## config.mk

```make
export PLATFORM = sky130hd
export DESIGN_NAME = fiber_req_arbiter
export DESIGN_NICKNAME = d
export VERILOG_FILES = /design/src/rtl/fiber_pkg.sv /design/src/rtl/fiber_rr_arbiter.sv /design/src/rtl/fiber_req_arbiter.sv
export SDC_FILE = /design/constraint.sdc
export NUM_CORES = 1
export LEC_CHECK = 0
export CAP_MARGIN = 30
export CORE_AREA = 4 4 183 185
export DETAILED_ROUTE_END_ITERATION = 12
export DIE_AREA = 0 0 187 189
export PLACE_DENSITY_LB_ADDON = 0.2
export SLEW_MARGIN = 20
export SYNTH_ARGS = -nofsm -noshare
export SYNTH_HDL_FRONTEND = slang
export SYNTH_SLANG_ARGS = --single-unit
export TNS_END_PERCENT = 30
```

## constraint.sdc

```tcl
create_clock -name i_clk -period 3.98 [get_ports i_clk]
set_input_delay 0.796 -clock i_clk [delete_from_list [all_inputs] [get_ports i_clk]]
set_output_delay 0.796 -clock i_clk [all_outputs]
set_load 0.1 [all_outputs]
```

## src/rtl/fiber_pkg.sv

```systemverilog
// Shared definitions for the fiber cache request arbiter: request-type codes,
// arbiter FSM states and small type-decoding helpers.
package fiber_pkg;

  localparam logic [3:0] REQ_FETCH   = 4'b0001;
  localparam logic [3:0] REQ_READ    = 4'b0010;
  localparam logic [3:0] REQ_WRITE   = 4'b0100;
  localparam logic [3:0] REQ_CONSUME = 4'b1000;

  typedef enum logic [1:0] {
    ST_IDLE      = 2'd0,
    ST_ISSUE     = 2'd1,
    ST_WAIT_RESP = 2'd2
  } state_e;

  function automatic logic is_onehot4(input logic [3:0] t);
    return (t != 4'b0000) && ((t & (t - 4'd1)) == 4'b0000);
  endfunction

  // READ and CONSUME return one data beat; FETCH and WRITE are posted.
  function automatic logic needs_resp(input logic [3:0] t);
    return (t == REQ_READ) || (t == REQ_CONSUME);
  endfunction

endpackage

```

## src/rtl/fiber_rr_arbiter.sv

```systemverilog
// Combinational round-robin pick: first asserted request at or above rr_ptr_i,
// wrapping at NUM_PE.
module fiber_rr_arbiter #(
  parameter  int unsigned NUM_PE = 4,
  localparam int unsigned IDW    = $clog2(NUM_PE)
) (
  input  logic [NUM_PE-1:0] req_i,
  input  logic [IDW-1:0]    rr_ptr_i,
  output logic              gnt_valid_o,
  output logic [IDW-1:0]    gnt_id_o
);

  int unsigned    idx;
  logic [IDW-1:0] idx_w;

  always_comb begin
    gnt_valid_o = 1'b0;
    gnt_id_o    = '0;
    idx         = 0;
    idx_w       = '0;
    for (int unsigned i = 0; i < NUM_PE; i++) begin
      idx = 32'(rr_ptr_i) + i;
      if (idx >= NUM_PE) idx = idx - NUM_PE;
      idx_w = IDW'(idx);
      if (!gnt_valid_o && req_i[idx_w]) begin
        gnt_valid_o = 1'b1;
        gnt_id_o    = idx_w;
      end
    end
  end

endmodule

```

## src/rtl/fiber_req_arbiter.sv

```systemverilog
// Shares the fiber cache PE-side request port between NUM_PE requesters:
// round-robin grant, latched issue, and single-beat response routing.
module fiber_req_arbiter
  import fiber_pkg::*;
#(
  parameter  int unsigned NUM_PE     = 4,
  parameter  int unsigned ADDR_WIDTH = 64,
  parameter  int unsigned DATA_WIDTH = 16,
  localparam int unsigned IDW        = $clog2(NUM_PE)
) (
  input  logic                       i_clk,
  input  logic                       i_nreset,
  input  logic [NUM_PE-1:0]          i_pe_valid,
  output logic [NUM_PE-1:0]          o_pe_ready,
  input  logic [4*NUM_PE-1:0]        i_pe_req_type,
  input  logic [ADDR_WIDTH*NUM_PE-1:0] i_pe_addr,
  input  logic [DATA_WIDTH*NUM_PE-1:0] i_pe_wdata,
  output logic [DATA_WIDTH-1:0]      o_pe_rdata,
  output logic [NUM_PE-1:0]          o_pe_rvalid,
  input  logic [NUM_PE-1:0]          i_pe_rready,
  output logic [3:0]                 o_request_type,
  output logic [ADDR_WIDTH-1:0]      o_addr,
  output logic [DATA_WIDTH-1:0]      o_data,
  output logic                       o_type_valid,
  input  logic                       i_type_ready,
  input  logic [DATA_WIDTH-1:0]      i_cache_data,
  input  logic                       i_cache_data_valid,
  output logic                       o_cache_data_ready,
  output logic [IDW-1:0]             o_grant_id,
  output logic                       o_busy,
  output logic                       o_err
);

  state_e                 state_q;
  logic [IDW-1:0]         rr_ptr_q;
  logic [IDW-1:0]         grant_q;
  logic [3:0]             type_q;
  logic [ADDR_WIDTH-1:0]  addr_q;
  logic [DATA_WIDTH-1:0]  data_q;

  logic                   gnt_valid;
  logic [IDW-1:0]         gnt_id;
  logic [IDW-1:0]         rr_ptr_d;
  logic [3:0]             sel_type;
  logic [ADDR_WIDTH-1:0]  sel_addr;
  logic [DATA_WIDTH-1:0]  sel_data;
  logic [NUM_PE-1:0]      gnt_onehot;
  logic [NUM_PE-1:0]      owner_onehot;
  logic                   idle_take;
  logic                   in_resp;

  fiber_rr_arbiter #(.NUM_PE(NUM_PE)) u_rr (
    .req_i       (i_pe_valid),
    .rr_ptr_i    (rr_ptr_q),
    .gnt_valid_o (gnt_valid),
    .gnt_id_o    (gnt_id)
  );

  always_comb begin
    sel_type     = '0;
    sel_addr     = '0;
    sel_data     = '0;
    gnt_onehot   = '0;
    owner_onehot = '0;
    for (int unsigned k = 0; k < NUM_PE; k++) begin
      if (gnt_id == IDW'(k)) begin
        sel_type      = i_pe_req_type[k*4 +: 4];
        sel_addr      = i_pe_addr[k*ADDR_WIDTH +: ADDR_WIDTH];
        sel_data      = i_pe_wdata[k*DATA_WIDTH +: DATA_WIDTH];
        gnt_onehot[k] = 1'b1;
      end
      if (grant_q == IDW'(k)) owner_onehot[k] = 1'b1;
    end
  end

  assign rr_ptr_d = (gnt_id == IDW'(NUM_PE - 1)) ? '0 : gnt_id + 1'b1;

  // The accept handshake is combinational; gating with the reset net keeps it
  // quiet while reset is held, matching the registered outputs.
  assign idle_take = (state_q == ST_IDLE) && gnt_valid && i_nreset;
  assign in_resp   = (state_q == ST_WAIT_RESP);

  always_ff @(posedge i_clk or negedge i_nreset) begin
    if (!i_nreset) begin
      state_q  <= ST_IDLE;
      rr_ptr_q <= '0;
      grant_q  <= '0;
      type_q   <= '0;
      addr_q   <= '0;
      data_q   <= '0;
    end else begin
      case (state_q)
        ST_IDLE: begin
          if (gnt_valid) begin
            grant_q  <= gnt_id;
            rr_ptr_q <= rr_ptr_d;
            type_q   <= sel_type;
            addr_q   <= sel_addr;
            data_q   <= sel_data;
            if (is_onehot4(sel_type)) state_q <= ST_ISSUE;
          end
        end
        ST_ISSUE: begin
          if (i_type_ready) state_q <= needs_resp(type_q) ? ST_WAIT_RESP : ST_IDLE;
        end
        ST_WAIT_RESP: begin
          if (i_cache_data_valid && i_pe_rready[grant_q]) state_q <= ST_IDLE;
        end
        default: state_q <= ST_IDLE;
      endcase
    end
  end

  assign o_pe_ready         = idle_take ? gnt_onehot : '0;
  assign o_err              = idle_take && !is_onehot4(sel_type);
  assign o_type_valid       = (state_q == ST_ISSUE);
  assign o_busy             = (state_q != ST_IDLE);
  assign o_request_type     = type_q;
  assign o_addr             = addr_q;
  assign o_data             = data_q;
  assign o_grant_id         = grant_q;
  assign o_pe_rvalid        = (in_resp && i_cache_data_valid) ? owner_onehot : '0;
  assign o_pe_rdata         = in_resp ? i_cache_data : '0;
  assign o_cache_data_ready = in_resp && i_pe_rready[grant_q];

endmodule

```

==> results.sh <==
export IMPL_status="complete, no violations"
export IMPL_cp_end_kind="primary output"
export IMPL_vias=7374
export IMPL_drt_iter0_drc=231
export IMPL_yosysTopAreaCell="dfrtp_1"
export IMPL_synth_cell_types=41
export IMPL_grt_max_degree=96
export IMPL_viasPerCell=4.54
export IMPL_boundaryPins=478
export IMPL_worstPathRequired_ns=3.18
export IMPL_antenna_left=0
export IMPL_clock_skew_ns=0.00621
export IMPL_min_path_type="input pin to asynchronous set/reset pin"
export IMPL_fp_dieW_um=187
export IMPL_grt_pass1_wl_um=44200
export IMPL_cts_tree="built"
export IMPL_area_sequential_mm2=0.00225
export IMPL_final_cells=1623
export IMPL_slew_headroom_pct=30.4
export IMPL_startpoint_type="input pin"
export IMPL_drt_total_wl_um=29800
export IMPL_synth_nets=1121
export IMPL_drv_slew=0
export IMPL_clock_latency_ns=0.35
export IMPL_cts_sinks=90
export IMPL_worst_ir_drop_vdd_uv=393
export IMPL_core_mm2=0.0320
export IMPL_numCtsBuffers=9
export IMPL_initial_core_util_pct=18.6
export IMPL_fillers=3354
export IMPL_post_route_util_pct=36.7
export IMPL_worst_pin_slew_ns=1.04
export IMPL_hold_viol=0
export IMPL_grt_pass1_vias=7541
export IMPL_yosys_warnings=0
export IMPL_clk_pin_slew_ns=0.07
export IMPL_avgRoutedWirePerCell_um=18.3
export IMPL_grt_use_total_pct=15.9
export IMPL_multi_input_area_mm2=0.00348
export IMPL_drive_above_1_share_pct=9.56
export IMPL_dpl_hpwl_um=23300
export IMPL_syn_area_per_cell_um2=7.92
export IMPL_area_growth_pct=97.1
export IMPL_worstSetupStartpoint="i_pe_valid[0]"
export IMPL_root_buffer="clkbuf_16"
export IMPL_synth_area_top_cells="dfrtp_1 38%, a221oi_1 12%, nor2b_1 8.8%, o21ai_0 7.2%, a21oi_1 7.0%"
export IMPL_cts_max_level=3
export IMPL_synth_top_area_share_pct=37.8
export IMPL_fin_crit_sh_pct=98.0
export IMPL_synth_seq_cells=90
export IMPL_synth_edf_count=0
export IMPL_nNetsFinal=1576
export IMPL_die_area_mm2=0.0353
export IMPL_arrival_ns=3.11
export IMPL_ys_flop_type="dfrtp_1"
export IMPL_syn_inst=753
export IMPL_p_leak_uw=0.00453
export IMPL_finalSetupTns_ns=0
export IMPL_setup_viol=0
export IMPL_fp_row_count=66
export IMPL_grt_overflow_total=0
export IMPL_power_density_mw_per_mm2=940
export IMPL_async_flop_share_pct=100
export IMPL_hold_ws_ns=0.429
export IMPL_cts_hold_buf=0
export IMPL_routabilityCongestion=0.754
export IMPL_port_buffers=477
export IMPL_clk_path_buf_depth=2
export IMPL_antenna_found_initial=2
export IMPL_maxCapViolations=0
export IMPL_cp_max_fo=4
export IMPL_critical_path_reg2reg_startpoint="rr_ptr_q[1]"
export IMPL_critical_path_class="input pin to primary output"
export IMPL_dp_cells=1599
export IMPL_firstDrtPassIters=4
export IMPL_min_period_ns=3.90
export IMPL_syn_area_mm2=0.00596
export IMPL_die_h_um=189
export IMPL_timing_fmax_mhz=256
export IMPL_yosysSeqAreaShare_pct=37.8
export IMPL_drcViolationCount=0
[cell families after synthesis]
group	synth area share, %
fa+ha+maj	0.839
mux	0.378
flops	37.8
buf+inv	6.21
simple gates	25.9
compound gates	28.8
xor+xnor	0.147
[layout make-up]
| class | instances | area share [%] |
|---|---|---|
| repair buffers | 519 | 43.8 |
| multi-input cells | 579 | 29.6 |
| flip-flops and latches | 90 | 19.2 |
| well taps | 408 | 4.34 |
| clock buffers | 9 | 1.92 |
| clock inverters | 7 | 0.841 |
| inverters | 9 | 0.287 |
| diodes | 2 | 0.0426 |
[cell usage after synthesis, types with 2 or more instances]
cell and number:
nor2b_1 84, nand3_1 4, o22ai_1 2, or2_2 2, nand2_1 96, a221oi_1 81, dfrtp_1 90, o221ai_1 3
ha_1 4, nor2_1 7, a221o_1 2, o21ai_0 86, o22a_1 2, and3_1 5, inv_1 9, clkbuf_1 51
buf_1 3, nor3_1 82, or2_1 2, and2_1 17, buf_4 9, a21oi_1 83, buf_2 11
[critical path, stage by stage]
cell and delay [ns]:
buf_2 0.14, inv_2 0.06, o221ai_2 0.20, a22oi_2 0.09, nor2b_4 0.15, buf_6 0.14, ha_4 0.16, or2_4 0.26
a221o_1 0.30, and3_4 0.20, o211ai_1 0.16, and4_4 0.26, buf_12 0.17
[timing repair]
action,CTS,global route
endpoints found under the setup margin,3,1
buffers inserted,5,1
pin swaps,5,5
resized for setup,28,11
[layout by cell type (no fill, tap or decap), types with 2 or more instances in the layout]
cell type,Yosys,layout
buf_4,9,58
and2_1,17,17
nor2b_4,0,2
nor2_1,7,6
inv_1,9,5
nand2_1,96,96
nor2b_1,84,82
clkdlybuf4s50_1,0,446
o22a_1,2,2
o21ai_0,86,86
a221oi_1,81,80
ha_4,0,3
and3_1,5,4
dfrtp_1,90,90
clkbuf_16,0,9
nor3_1,82,82
buf_6,1,2
inv_2,0,4
or2_4,0,2
a221o_1,2,2
a21oi_1,83,82
diode_2,0,2
bufinv_16,0,2
buf_2,11,3
buf_16,0,3
nand3_1,4,4
buf_12,0,6
inv_6,0,3
o221ai_2,0,2
[registers in the layout, indices dropped and copies added, names as in the netlist]
signal          flops
o_addr             64
o_data             16
o_request_type      4
o_grant_id          2
rr_ptr_q            2
state_q             2
[per-stage QoR]
stage / instance area [um2] / power, uW / setup WS [ns]
5_1_grt: 11700 / 11800 / -0.000657
4_1_cts: 11700 / 11200 / 0.00847
3_5_place_dp: 11300 / 10100 / -0.473
6_report: 11800 / 11000 / 0.0790
2_1_floorplan: 5960 / 7550 / -0.0285
3_3_place_gp: 11200 / 9930 / -0.423
[per-layer routing]
metal  part of all wire (%)  GRT usage, %
met1                     40          18.4
met2                     50          28.4
met3                    8.2          5.48
met4                    1.8          3.70
met5                  0.040             0
[path summary, 6_finish.rpt]
check / to / slack, ns / cells past startpoint
max: o_err / 0.08 / 13
min: o_addr[58] / 0.43 / 1
max reg2reg: o_addr[21] / 0.75 / 12
min reg2reg: o_addr[6] / 0.48 / 2
max in group asynchronous: o_addr[13] / 2.60 / 2
min in group i_clk: o_addr[6] / 0.48 / 2
[where the power goes]
group	total [uW]	internal [uW]	switching, uW
Combinational	8460	2580	5870
Clock	955	557	398
Sequential	1630	1370	257
No activity file was read; power rests on OpenSTA's default activity.
